**config.mk**
```make
export PLATFORM = sky130hd
export DESIGN_NAME = addr_map_cfg
export DESIGN_NICKNAME = d
export VERILOG_FILES = /design/src/rtl/addr_map_cfg.sv
export SDC_FILE = /design/constraint.sdc
export NUM_CORES = 1
export LEC_CHECK = 0
export CORE_MARGIN = 3
export CORE_UTILIZATION = 57
export DETAILED_ROUTE_END_ITERATION = 8
export PLACE_DENSITY = 0.82
export REMOVE_ABC_BUFFERS = 1
export SYNTH_ARGS = -nofsm -noshare
export SYNTH_HDL_FRONTEND = slang
export SYNTH_SLANG_ARGS = --single-unit
export TNS_END_PERCENT = 10
```
**constraint.sdc**
```tcl
create_clock -name clk_i -period 19.3 [get_ports clk_i]
set_clock_uncertainty 0.1 [all_clocks]
set_input_delay 3.86 -clock clk_i [delete_from_list [all_inputs] [get_ports clk_i]]
set_output_delay 3.86 -clock clk_i [all_outputs]
set_load 0.005 [all_outputs]
```
**src/rtl/addr_map_cfg.sv**
```systemverilog
`default_nettype none
// ============================================================================
// Module  : addr_map_cfg
// Brief   : Shadow/active rule map with serial validation and atomic commit
//           for the dynamic address decoder.
// Revision: 1.0 - initial release
// ============================================================================
module addr_map_cfg #(
    parameter int unsigned NoIndices    = 32'd2,
    parameter int unsigned NoRules      = 32'd4,
    parameter int unsigned AddrWidth    = 32'd32,
    parameter bit          Napot        = 1'b0,
    parameter int unsigned RuleSelWidth = (NoRules > 32'd1) ? $clog2(NoRules) : 32'd1
) (
    input  logic                                   clk_i,
    input  logic                                   rst_ni,
    input  logic                                   wr_valid_i,
    output logic                                   wr_ready_o,
    input  logic [RuleSelWidth-1:0]                wr_sel_i,
    input  logic [31:0]                            wr_idx_i,
    input  logic [AddrWidth-1:0]                   wr_start_i,
    input  logic [AddrWidth-1:0]                   wr_end_i,
    output logic                                   wr_error_o,
    input  logic                                   commit_valid_i,
    output logic                                   commit_ready_o,
    output logic                                   commit_done_o,
    output logic                                   commit_error_o,
    output logic [RuleSelWidth-1:0]                err_rule_o,
    output logic                                   map_valid_o,
    output logic [NoRules*(32+2*AddrWidth)-1:0]    addr_map_o,
    output logic                                   config_ongoing_o
);

    localparam int unsigned c_RULE_W = 32 + 2 * AddrWidth;

    typedef enum logic [1:0] {
        ST_IDLE  = 2'd0,
        ST_CHECK = 2'd1,
        ST_SWAP  = 2'd2
    } state_t;

    state_t                  r_state;
    logic [RuleSelWidth-1:0] r_cnt;
    logic [c_RULE_W-1:0]     r_shadow [NoRules];
    logic [c_RULE_W-1:0]     r_active [NoRules];
    logic                    r_wr_error;
    logic                    r_commit_done;
    logic                    r_commit_error;
    logic [RuleSelWidth-1:0] r_err_rule;
    logic                    r_map_valid;
    logic                    r_ongoing;

    logic [c_RULE_W-1:0]     w_rule;
    logic [31:0]             w_rule_idx;
    logic [AddrWidth-1:0]    w_rule_start;
    logic [AddrWidth-1:0]    w_rule_end;
    logic                    w_pass;
    logic                    w_last;
    logic                    w_sel_oob;

    assign w_rule       = r_shadow[r_cnt];
    assign w_rule_idx   = w_rule[c_RULE_W-1 -: 32];
    assign w_rule_start = w_rule[2*AddrWidth-1 -: AddrWidth];
    assign w_rule_end   = w_rule[AddrWidth-1:0];
    // end == 0 marks an open-ended range and is always accepted
    assign w_pass       = (w_rule_idx < NoIndices) &&
                          (Napot || (w_rule_start < w_rule_end) || (w_rule_end == '0));
    assign w_last       = (32'(r_cnt) == (NoRules - 32'd1));
    assign w_sel_oob    = (32'(wr_sel_i) >= NoRules);

    always_ff @(posedge clk_i) begin
        if (!rst_ni) begin
            r_state        <= ST_IDLE;
            r_cnt          <= '0;
            r_wr_error     <= 1'b0;
            r_commit_done  <= 1'b0;
            r_commit_error <= 1'b0;
            r_err_rule     <= '0;
            r_map_valid    <= 1'b0;
            r_ongoing      <= 1'b0;
            for (int unsigned i = 0; i < NoRules; i++) begin
                r_shadow[i] <= '0;
                r_active[i] <= '0;
            end
        end else begin
            r_wr_error     <= 1'b0;
            r_commit_done  <= 1'b0;
            r_commit_error <= 1'b0;
            case (r_state)
                ST_IDLE: begin
                    // write lands on the same edge a commit is accepted, so it is included
                    if (wr_valid_i) begin
                        if (w_sel_oob) begin
                            r_wr_error <= 1'b1;
                        end else begin
                            for (int unsigned i = 0; i < NoRules; i++) begin
                                if (wr_sel_i == RuleSelWidth'(i)) begin
                                    r_shadow[i] <= {wr_idx_i, wr_start_i, wr_end_i};
                                end
                            end
                        end
                    end
                    if (commit_valid_i) begin
                        r_state   <= ST_CHECK;
                        r_cnt     <= '0;
                        r_ongoing <= 1'b1;
                    end
                end
                ST_CHECK: begin
                    if (!w_pass) begin
                        r_state        <= ST_IDLE;
                        r_err_rule     <= r_cnt;
                        r_commit_error <= 1'b1;
                        r_ongoing      <= 1'b0;
                    end else if (w_last) begin
                        r_state <= ST_SWAP;
                    end else begin
                        r_cnt <= r_cnt + 1'b1;
                    end
                end
                ST_SWAP: begin
                    for (int unsigned i = 0; i < NoRules; i++) begin
                        r_active[i] <= r_shadow[i];
                    end
                    r_map_valid   <= 1'b1;
                    r_commit_done <= 1'b1;
                    r_ongoing     <= 1'b0;
                    r_state       <= ST_IDLE;
                end
                default: r_state <= ST_IDLE;
            endcase
        end
    end

    generate
        for (genvar g = 0; g < NoRules; g++) begin : g_map
            assign addr_map_o[g*c_RULE_W +: c_RULE_W] = r_active[g];
        end
    endgenerate

    assign wr_ready_o       = (r_state == ST_IDLE);
    assign commit_ready_o   = (r_state == ST_IDLE);
    assign wr_error_o       = r_wr_error;
    assign commit_done_o    = r_commit_done;
    assign commit_error_o   = r_commit_error;
    assign err_rule_o       = r_err_rule;
    assign map_valid_o      = r_map_valid;
    assign config_ongoing_o = r_ongoing;

endmodule
`default_nettype wire

```
== Yosys cells after proc, flatten, opt, wreduce, memory -nomap -nowiden ==
Memories as Yosys holds them, arrays and structs flattened. A register that Yosys moved wholly into a read port is not among the register bits.
Index checks and enable logic that the tools add are counted.
Widths: inputs -> output; s select.
Cells by class
  add/sub/neg operators: 1
  magnitude comparators: 2
  eq/ne operators: 11
  muxes and demuxes: 46
  bitwise logic cells: 9
  reduce and logical (&&, ||, !) cells: 12
Operator list (number)
  $mux 96: 8
  $logic_not 32->1: 1
  $lt 32x2->1 const B: 1
  $lt 32x32->1: 1
  $mux 1: 27
  $mux 2: 8
  $eq 2x2->1 const B: 4
  $ne 2x2->1 const B: 4
  $or 1x1->1: 8
  $pmux 2 s2: 2
  $reduce_and 2->1: 3
  $eq 2x1->1 const B: 2
  $logic_not 2->1: 2
  $reduce_and 4->1: 1
  $ne 3x3->1 const B: 1
  $pmux 1 s3: 1
  $reduce_and 3->1: 1
  $reduce_bool 3->1: 1
  $add 2x1->2 const B: 1
  $reduce_bool 2->1: 1
  $logic_and 1x1->1: 1
  $logic_or 1x1->1: 1
  $not 1->1: 1
Word-level totals
  register bits: 10
  memory bits (writable): 768
  input bits: 102
  output and inout bits: 393
  word-level logic and storage cells: 90
  memories: 2
Memory list
  r_active: words 4, bits a word 96, rd ports 4, clocked after Yosys merged registers in 0, wr ports 4, RTL line 45  | logic [c_RULE_W-1:0] r_active [NoRules];
  r_shadow: words 4, bits a word 96, rd ports 5, clocked after Yosys merged registers in 1, wr ports 4, RTL line 44  | logic [c_RULE_W-1:0] r_shadow [NoRules];

== Depth between registers and ports, before layout ==
Gate-level depths: netlist (run 1).
  depth after elaboration: 7
  gate-level depth with buffers: 14
  gate-level depth less buffers: 10

== Worst setup path after synthesis (run 1) ==
Ideal clock, no wire load.
  path type: input port to flip-flop
  from: input port rst_ni
  to: memory r_active[0][0] (netlist name), enable pin
  library setup time: 818 ps
  data arrival time: 12928 ps
  required time: 18382 ps
  setup slack: 5454 ps
  cell stages on the path: 3
  path buffers: 2
  path through: clkbuf_1 -> clkbuf_1 -> nand2b_1
RTL lines
  from (decl): RTL line 16  | input logic rst_ni,
  to (decl): RTL line 45

==> metrics.cfg, run 1 <==
[critical_path]
critPathLaunch=rst_ni
startpoint_type=input port
crit_family=buffers and inverters
crit_buf_inv=3
cp_max_fo=208
arrival_ns=7.01
slowest_delay_ns=0.86
slowest_stage=buf_4
critPathCaptureType=flop
cp_data_required_time_ns=19.67
critPathKind=input port to flop
crit_chain=buf_8, buf_12, nand3_1, nor2_4, buf_4, and2_1

[yosys]
netlist_instances=1993
synth_enable_flop_cells=768
ys_warn_count=0
syn_area_per_cell_um2=15.93
synth-main-ff-cell=edfxtp_1
synth_area_mm2=0.03175
synthDistinctLibCells=50
async_flop_share_pct=0
synth-seq-cells=780
ys_seq_area_share_pct=73.40

[clock_network]
cts.sinks=780
cts_buffers=78
path_clk_slew_ns=0.06
cts_buffer_depth=3
cts_tree=done
ctsHoldBuffers=0
htreeDepth=3
post_cts_buffers=0
clk_latency_ns=0.62
cts_resized=0
cts-root-buf=clkbuf_16

[worst_hold_path]
hold_start=err_rule_o[1]
hp-class=flop to flop

[run_status]
status=finished clean

[timing]
fmax_mhz=150.6
hold_violations=0
maxSlewHeadroom_pct=15.54
setup_viol=0
setup_tns_ns=0
fin_ws_ns=12.66
rsz0062_at_grt=false
drv_slew=0
worst_pin_slew_ns=1.267
min_period_over_period_pct=34.41
min_period_ns=6.641

[cells_and_area]
mostFrequentLayoutCells=edfxtp_1 (768), clkdlybuf4s50_1 (492), and2_1 (386)
fillCellCount=3310
syn_to_final_growth_pct=25.38
fin_cells=3244
final_core_util_pct=73.10
layout-drive-gt1-share_pct=8.497
mostFrequentLayoutCell=edfxtp_1
nets=2576

[place]
place_ws_ns=12.13
io_buffer_count=493
gp_congestion=0.8785
dp.cells=3097
detailed_place_hpwl_um=51750

[route]
drt_iter0_drc=1985
drtAntennaViolNets=0
routed_wl_um=82840
drcViolationCount=0
wl_per_cell_um=25.54
vias=19360
first_pass_iters=6
vias_per_cell=5.968

[global_routing]
grt_pass1_vias=19320
grt_pass1_wl_um=123300
grt_max_degree=209
grt-ovfl-total=0
antenna_found_initial=11
grt_usage_pct=28.14

[die]
core_area_mm2=0.05445
pin_count=495
start_util_pct=58.30
rows=85
die_width_um=242
dieHeight_um=242
design.die.area_mm2=0.05856

[power_and_ir_drop]
ir_drop_uv=71.11
p_leak_nw=15.50
p_per_area_mw_per_mm2=93.59

[job]
maxCapViolCount=0

[report_power, final]
part	switching, mW	total (mW)	internal, mW
clock network	0.616	1.49	0.874
registers	0.0450	2.00	1.95
logic	0.123	0.240	0.117
total	0.784	3.73	2.94
[synthesized netlist by cell type (3+ instances only)]
cell      number  area share [%]
buf_2          3           0.047
clkbuf_1     129             1.5
edfxtp_1     768              73
nand4_1       17            0.33
o21ai_0        7            0.11
a21o_1         4           0.095
ha_1          36             1.4
buf_1          8           0.095
nand3_1        5           0.079
mux2i_1        4            0.13
nand2_1       15            0.18
mux4_2        64             4.5
and3_1       385             7.6
dfxtp_1       12            0.76
nor3_1         6           0.095
nor4_1        39            0.77
nor2_1         9            0.11
a211oi_1       4           0.095
and2_1       386             7.6
nand2b_1       7            0.14
inv_1         34            0.40
a21oi_1       12            0.19
buf_4          4           0.095
[worst min-delay path, cell delays in order, from the launching register on]
cell     delay, ns
dfxtp_1       0.31
nand2_1       0.05
mux2i_1       0.05
[cells by family after synthesis]
logic type	Yosys count	share of synthesized area, %
multiplexers	68	4.666
other	1	0.01181
flip-flops	780	73.40
buffers and inverters	181	2.282
AND/OR/NAND/NOR	884	17.31
adder cells (fa/ha/maj)	36	1.419
AO/OA/AOI/OAI	43	0.9144
[sequential cells by signal (all words and copies together) (netlist names), named ones only]
signal	cells
map_valid_o	1
config_ongoing_o	1
r_shadow	384
err_rule_o	2
r_state	2
commit_error_o	1
r_active	384
commit_done_o	1
r_cnt	2
[area by class of cell]
type                    instances  area, um2  share of cell area [%]
flip-flops and latches        780      23310                   58.56
multi-input cells            1032       7810                   19.62
repair buffers                512       5107                   12.83
clock buffers                  96       2083                   5.234
well taps                     739      924.6                   2.323
clock inverters                41      416.7                   1.047
inverters                      34      127.6                  0.3206
diodes                         10      25.02                 0.06287
[per-stage QoR]
step                hold WS (ns)  area (um2)  total power, mW
finish                    0.3590       39800            3.725
global route              0.4014       39800            3.829
floorplan                 0.3511       31150            2.109
detailed placement        0.3494       37280            2.268
global placement          0.3481       37280            2.257
CTS                       0.3617       39780            3.742
[worst paths after layout]
kind | endpoint | slack [ns] | cells past startpoint
setup reg to reg | config_ongoing_o | 14.15 | 10
hold reg to reg | err_rule_o[1] | 0.36 | 2
hold / removal | err_rule_o[1] | 0.36 | 2
setup / recovery | r_shadow[3][95] | 12.66 | 6
[per-layer routing]
metal	GRT usage (%)	part of all wire (%)	vias to the layer above
li1	-	-	8424
met1	35.31	36	9680
met2	47.75	51	1067
met3	4.582	8.2	185
met4	14.39	4.7	4
met5	0	0.025	-
(Power assumes the default switching activity.)
==> run 2: changes to the inputs <==
Settings changed: CORE_UTILIZATION 57 to 49, PLACE_DENSITY 0.82 to 0.75.
Clock period 19.3 ns to 5.5 ns, I/O delays scaled along.
==> run 2 against run 1 <==
Effect of this change: global-route usage down 2.9 points; clock-buffer cell count down 1; critical path type is now flop to flop; largest power group unchanged; non-clock buffer count up 6; clock power rose to 3.6 times the previous value; critical endpoint is now config_ongoing_o; sequential power rose to 3.5 times the previous value; combinational power rose to 3.6 times the previous value; die area up 16%; largest cell class unchanged; flip-flop and latch count unchanged; first-iteration DRC count up 6.3%; critical path depth up 4.
==> metrics.cfg, run 2 (synthesis gave the netlist of run 1 again) <==
[run_status]
status=finished clean

[die]
rows=92
pin_count=495
dieHeight_um=260.5
die_width_um=260.5
core_area_mm2=0.06354
design.die.area_mm2=0.06788
start_util_pct=49.96

[global_routing]
antenna_found_initial=14
grt_pass1_wl_um=126300
grt_pass1_vias=19150
grt-ovfl-total=0
grt_usage_pct=25.27
grt_max_degree=287

[power_and_ir_drop]
p_seq_share_pct=53.2
internal-power_mw=10.36
swShare_pct=21.38
pwr-share-comb_pct=6.5
p_leak_nw=15.56
p_per_area_mw_per_mm2=328.5
clock_power_share_pct=40.3
ir_drop_uv=223.0
design_power_total_mw=13.17
p_sw_mw=2.816

[critical_path]
critPathCaptureType=flop
cp_data_required_time_ns=5.95
arrival_ns=4.88
r2r_setup_slack_ns=1.07
critPathKind=flop to flop
startpoint_type=flop
cp_max_fo=28

[clock_network]
cts_tree=done
path_clk_slew_ns=0.06
htreeDepth=3
ctsHoldBuffers=0
clk_latency_ns=0.62
cts.sinks=780
cts_resized=0
post_cts_buffers=0
cts_buffer_depth=3
cts-root-buf=clkbuf_16
cts_buffers=81

[place]
io_buffer_count=493
gp_congestion=0.8675
detailed_place_hpwl_um=56900
dp.cells=3210

[route]
routed_wl_um=86770
first_pass_iters=5
vias_per_cell=5.696
wl_per_cell_um=25.83
drcViolationCount=0
drt_iter0_drc=2110
vias=19130
drtAntennaViolNets=0

[cells_and_area]
fillCellCount=4518
syn_to_final_growth_pct=26.32
nets=2585
largestRegisters=r_active x384, r_shadow x384
mostFrequentLayoutCell=edfxtp_1
multi_input_area_mm2=0.007810
mostFrequentLayoutCells=edfxtp_1 (768), clkdlybuf4s50_1 (492), and2_1 (386)
fin_cells=3359
regArea_mm2=0.02331
layout-drive-gt1-share_pct=8.506

[timing]
drv_slew=0
min_period_over_period_pct=80.49
fmax_mhz=225.9
setup_viol=0
rsz0062_at_grt=false
worst_pin_slew_ns=1.355
hold_violations=0
min_period_ns=4.427
maxSlewHeadroom_pct=9.700

[worst_hold_path]
hp-class=flop to flop

[job]
maxCapViolCount=0

## run 2: cell count changes in the layout (fill, tap and decap cells not counted), sizes merged
| cell | before | now |
|---|---|---|
| buf | 20 | 26 |
| clkbuf | 96 | 95 |
| inv | 39 | 37 |
| diode | 10 | 9 |
| clkinv | 26 | 32 |
## run 2: final timing paths
check                start                to  cells past startpoint
max                   flop  config_ongoing_o                     10
min          err_rule_o[1]     err_rule_o[1]                      2
max reg2reg           flop  config_ongoing_o                     10
min reg2reg  err_rule_o[1]     err_rule_o[1]                      2
## run 2: cell type report
type	count	area share, %
Antenna cell	9	0.05616
Clock buffer	95	5.239
Clock inverter	45	1.076
Inverter	34	0.3183
Multi-Input combinational cell	1032	19.48
Sequential cell	780	58.13
Tap cell	846	2.640
Timing Repair Buffer	518	13.07
## run 2: power groups by stage
stage	registers (mW)	logic (mW)	clock network [mW]
after global routing	7.03	0.908	5.63
after CTS	7.01	0.862	5.38
after floorplan	7.17	0.234	0
after detailed placement	7.13	0.858	0
final	7.01	0.856	5.31
after global placement	7.12	0.842	0
## run 2: critical path: stages (launching register included)
cell	delay (ns)
dfxtp_4	0.70
buf_12	0.31
mux4_2	0.55
ha_1	0.32
nand4_1	0.26
nor4_1	0.71
o311ai_0	0.34
o211ai_1	0.21
nor2_1	0.09
a2111oi_0	0.50
mux2i_1	0.23
## run 2: layer usage
| metal | up-vias | GRT usage (%) | part of all wire (%) | wire (um) |
|---|---|---|---|---|
| met4 | 8 | 10.76 | 4.2 | 3661 |
| met2 | 899 | 41.70 | 50 | 43050 |
| met3 | 159 | 4.541 | 7.9 | 6841 |
| met5 | - | 0 | 0.059 | 51 |
| li1 | 8427 | - | - | - |
| met1 | 9639 | 33.21 | 38 | 33160 |
## run 2: metrics by stage
step | setup WS [ns] | hold WS [ns] | utilization, % | area (um2) | setup TNS (ns)
after floorplan | -8.794 | 0.3511 | - | 31150 | -4631.45
after global placement | 1.236 | 0.3463 | 59.09 | 37550 | 0
after detailed placement | 1.156 | 0.3507 | 59.09 | 37550 | 0
after CTS | 1.155 | 0.3598 | 63.08 | 40080 | 0
after global routing | 0.8054 | 0.3860 | 63.10 | 40100 | 0
final | 1.073 | 0.3581 | 63.11 | 40100 | 0
==> run 3: changes to the inputs <==
Settings changed: CORE_UTILIZATION 49 to 54, PLACE_DENSITY 0.75 to 0.78.
Clock period 5.5 ns to 4.6 ns, I/O delays scaled along.
==> run 3 against run 2 <==
Effect of this change: global-route usage rose by 1.3 points; die area is 9.1% lower; core utilization rose by 6.0 points; register-to-register slack worse by 0.75 ns; non-clock buffer count up 5; largest cell class unchanged.
==> metrics.cfg, run 3 (synthesis gave the netlist of run 1 again) <==
[run_status]
status=finished clean

[cells_and_area]
mostFrequentLayoutCells=edfxtp_1 (768), clkdlybuf4s50_1 (492), and2_1 (386)
final_core_util_pct=69.09
design_area_mm2=0.04002
mostFrequentLayoutCell=edfxtp_1
largestRegisters=r_active x384, r_shadow x384
layout-drive-gt1-share_pct=8.718
fillCellCount=3838
syn_to_final_growth_pct=26.05
nets=2586

[clock_network]
path_clk_slew_ns=0.06
cts-root-buf=clkbuf_16
post_cts_buffers=0
cts_resized=0
ctsHoldBuffers=0
cts_tree=done
clk_latency_ns=0.61
cts_buffer_depth=3
cts_buffers=77
cts.sinks=780
htreeDepth=3

[timing]
hold_violations=0
rsz0062_at_grt=false
setup_viol=0
min_period_ns=4.275
fin_ws_ns=0.3247
fmax_mhz=233.9
drv_slew=0
min_period_over_period_pct=92.94
maxSlewHeadroom_pct=13.71
worst_pin_slew_ns=1.294

[die]
die_width_um=248.5
start_util_pct=54.82
rows=88
dieHeight_um=248.5
core_area_mm2=0.05792
pin_count=495
design.die.area_mm2=0.06173

[critical_path]
arrival_ns=4.72
critPathCaptureType=flop
crit_chain=buf_12, mux4_2, ha_1, nand4_1, nor4_1, o311ai_0, o211ai_1, nor2_1, a2111oi_0, mux2i_1
slowest_delay_ns=0.64
startpoint_type=flop
slowest_stage=nor4_1
cp_data_required_time_ns=5.04
crit_buf_inv=1
critPathKind=flop to flop
cp_max_fo=16
crit_family=compound AO/OA/AOI/OAI gates

[global_routing]
grt_pass1_vias=19400
grt_max_degree=387
grt_usage_pct=26.59
antenna_found_initial=6
grt-ovfl-total=0
grt_pass1_wl_um=124200

[power_and_ir_drop]
p_per_area_mw_per_mm2=390.5
design_power_total_mw=15.63
p_leak_nw=15.57
ir_drop_uv=427.3

[worst_hold_path]
hp-class=flop to flop

[job]
maxCapViolCount=0

[place]
place_ws_ns=0.3586
io_buffer_count=493
detailed_place_hpwl_um=53680
place_area_mm2=0.03749
gp_congestion=0.8598

[route]
first_pass_iters=7
wl_per_cell_um=25.45
vias_per_cell=5.847
drcViolationCount=0
routed_wl_um=83500
drtAntennaViolNets=0
vias=19180
drt_iter0_drc=2285

## run 3: changes by cell type in the layout (fill, tap and decap cells not counted), moves of 2 or more
cell,delta
diode_2,-5
buf_4,+4
clkbuf_1,+2
clkbuf_16,-2
## run 3: path summary, 6_finish.rpt
kind	startpoint	to	slack [ns]	cells past startpoint
max	flop	config_ongoing_o	0.32	10
max reg2reg	flop	config_ongoing_o	0.32	10
min	err_rule_o[0]	err_rule_o[0]	0.36	2
min reg2reg	err_rule_o[0]	err_rule_o[0]	0.36	2
## run 3: cell type report
class | instances | area [um2] | area share, %
tap | 765 | 957.2 | 2.392
inverter | 34 | 127.6 | 0.3189
clock inverter | 48 | 452.9 | 1.132
sequential | 780 | 23310 | 58.25
antenna | 4 | 10.01 | 0.02501
multi-input combinational | 1032 | 7810 | 19.52
clock buffer | 95 | 2058 | 5.144
timing repair buffer | 523 | 5290 | 13.22
## run 3: worst min-delay path: cells and delay by family, from the launching register on
kind	cells	cell delay, ns
and+or+nand+nor	1	0.05
DFF	1	0.31
muxes	1	0.05
## run 3: layer usage
layer	track usage, %	wire length [um]
met4	9.521	2900
met3	5.648	7359
met1	34.39	30820
met2	44.85	42360
met5	0	51
## run 3: power by group
group	switching [mW]	internal (mW)	total, mW
Clock	2.59	3.64	6.24
Combinational	0.519	0.500	1.02
Sequential	0.191	8.18	8.37
Total	3.30	12.3	15.6
## run 3: per-stage QoR
step / hold WS [ns] / instances / setup TNS [ns]
global placement: 0.3516 / 3134 / 0
finish: 0.3632 / 3281 / 0
detailed placement: 0.3545 / 3134 / 0
global route: 0.3869 / 3278 / 0
floorplan: 0.3511 / 1846 / -5500.12
CTS: 0.3658 / 3277 / 0
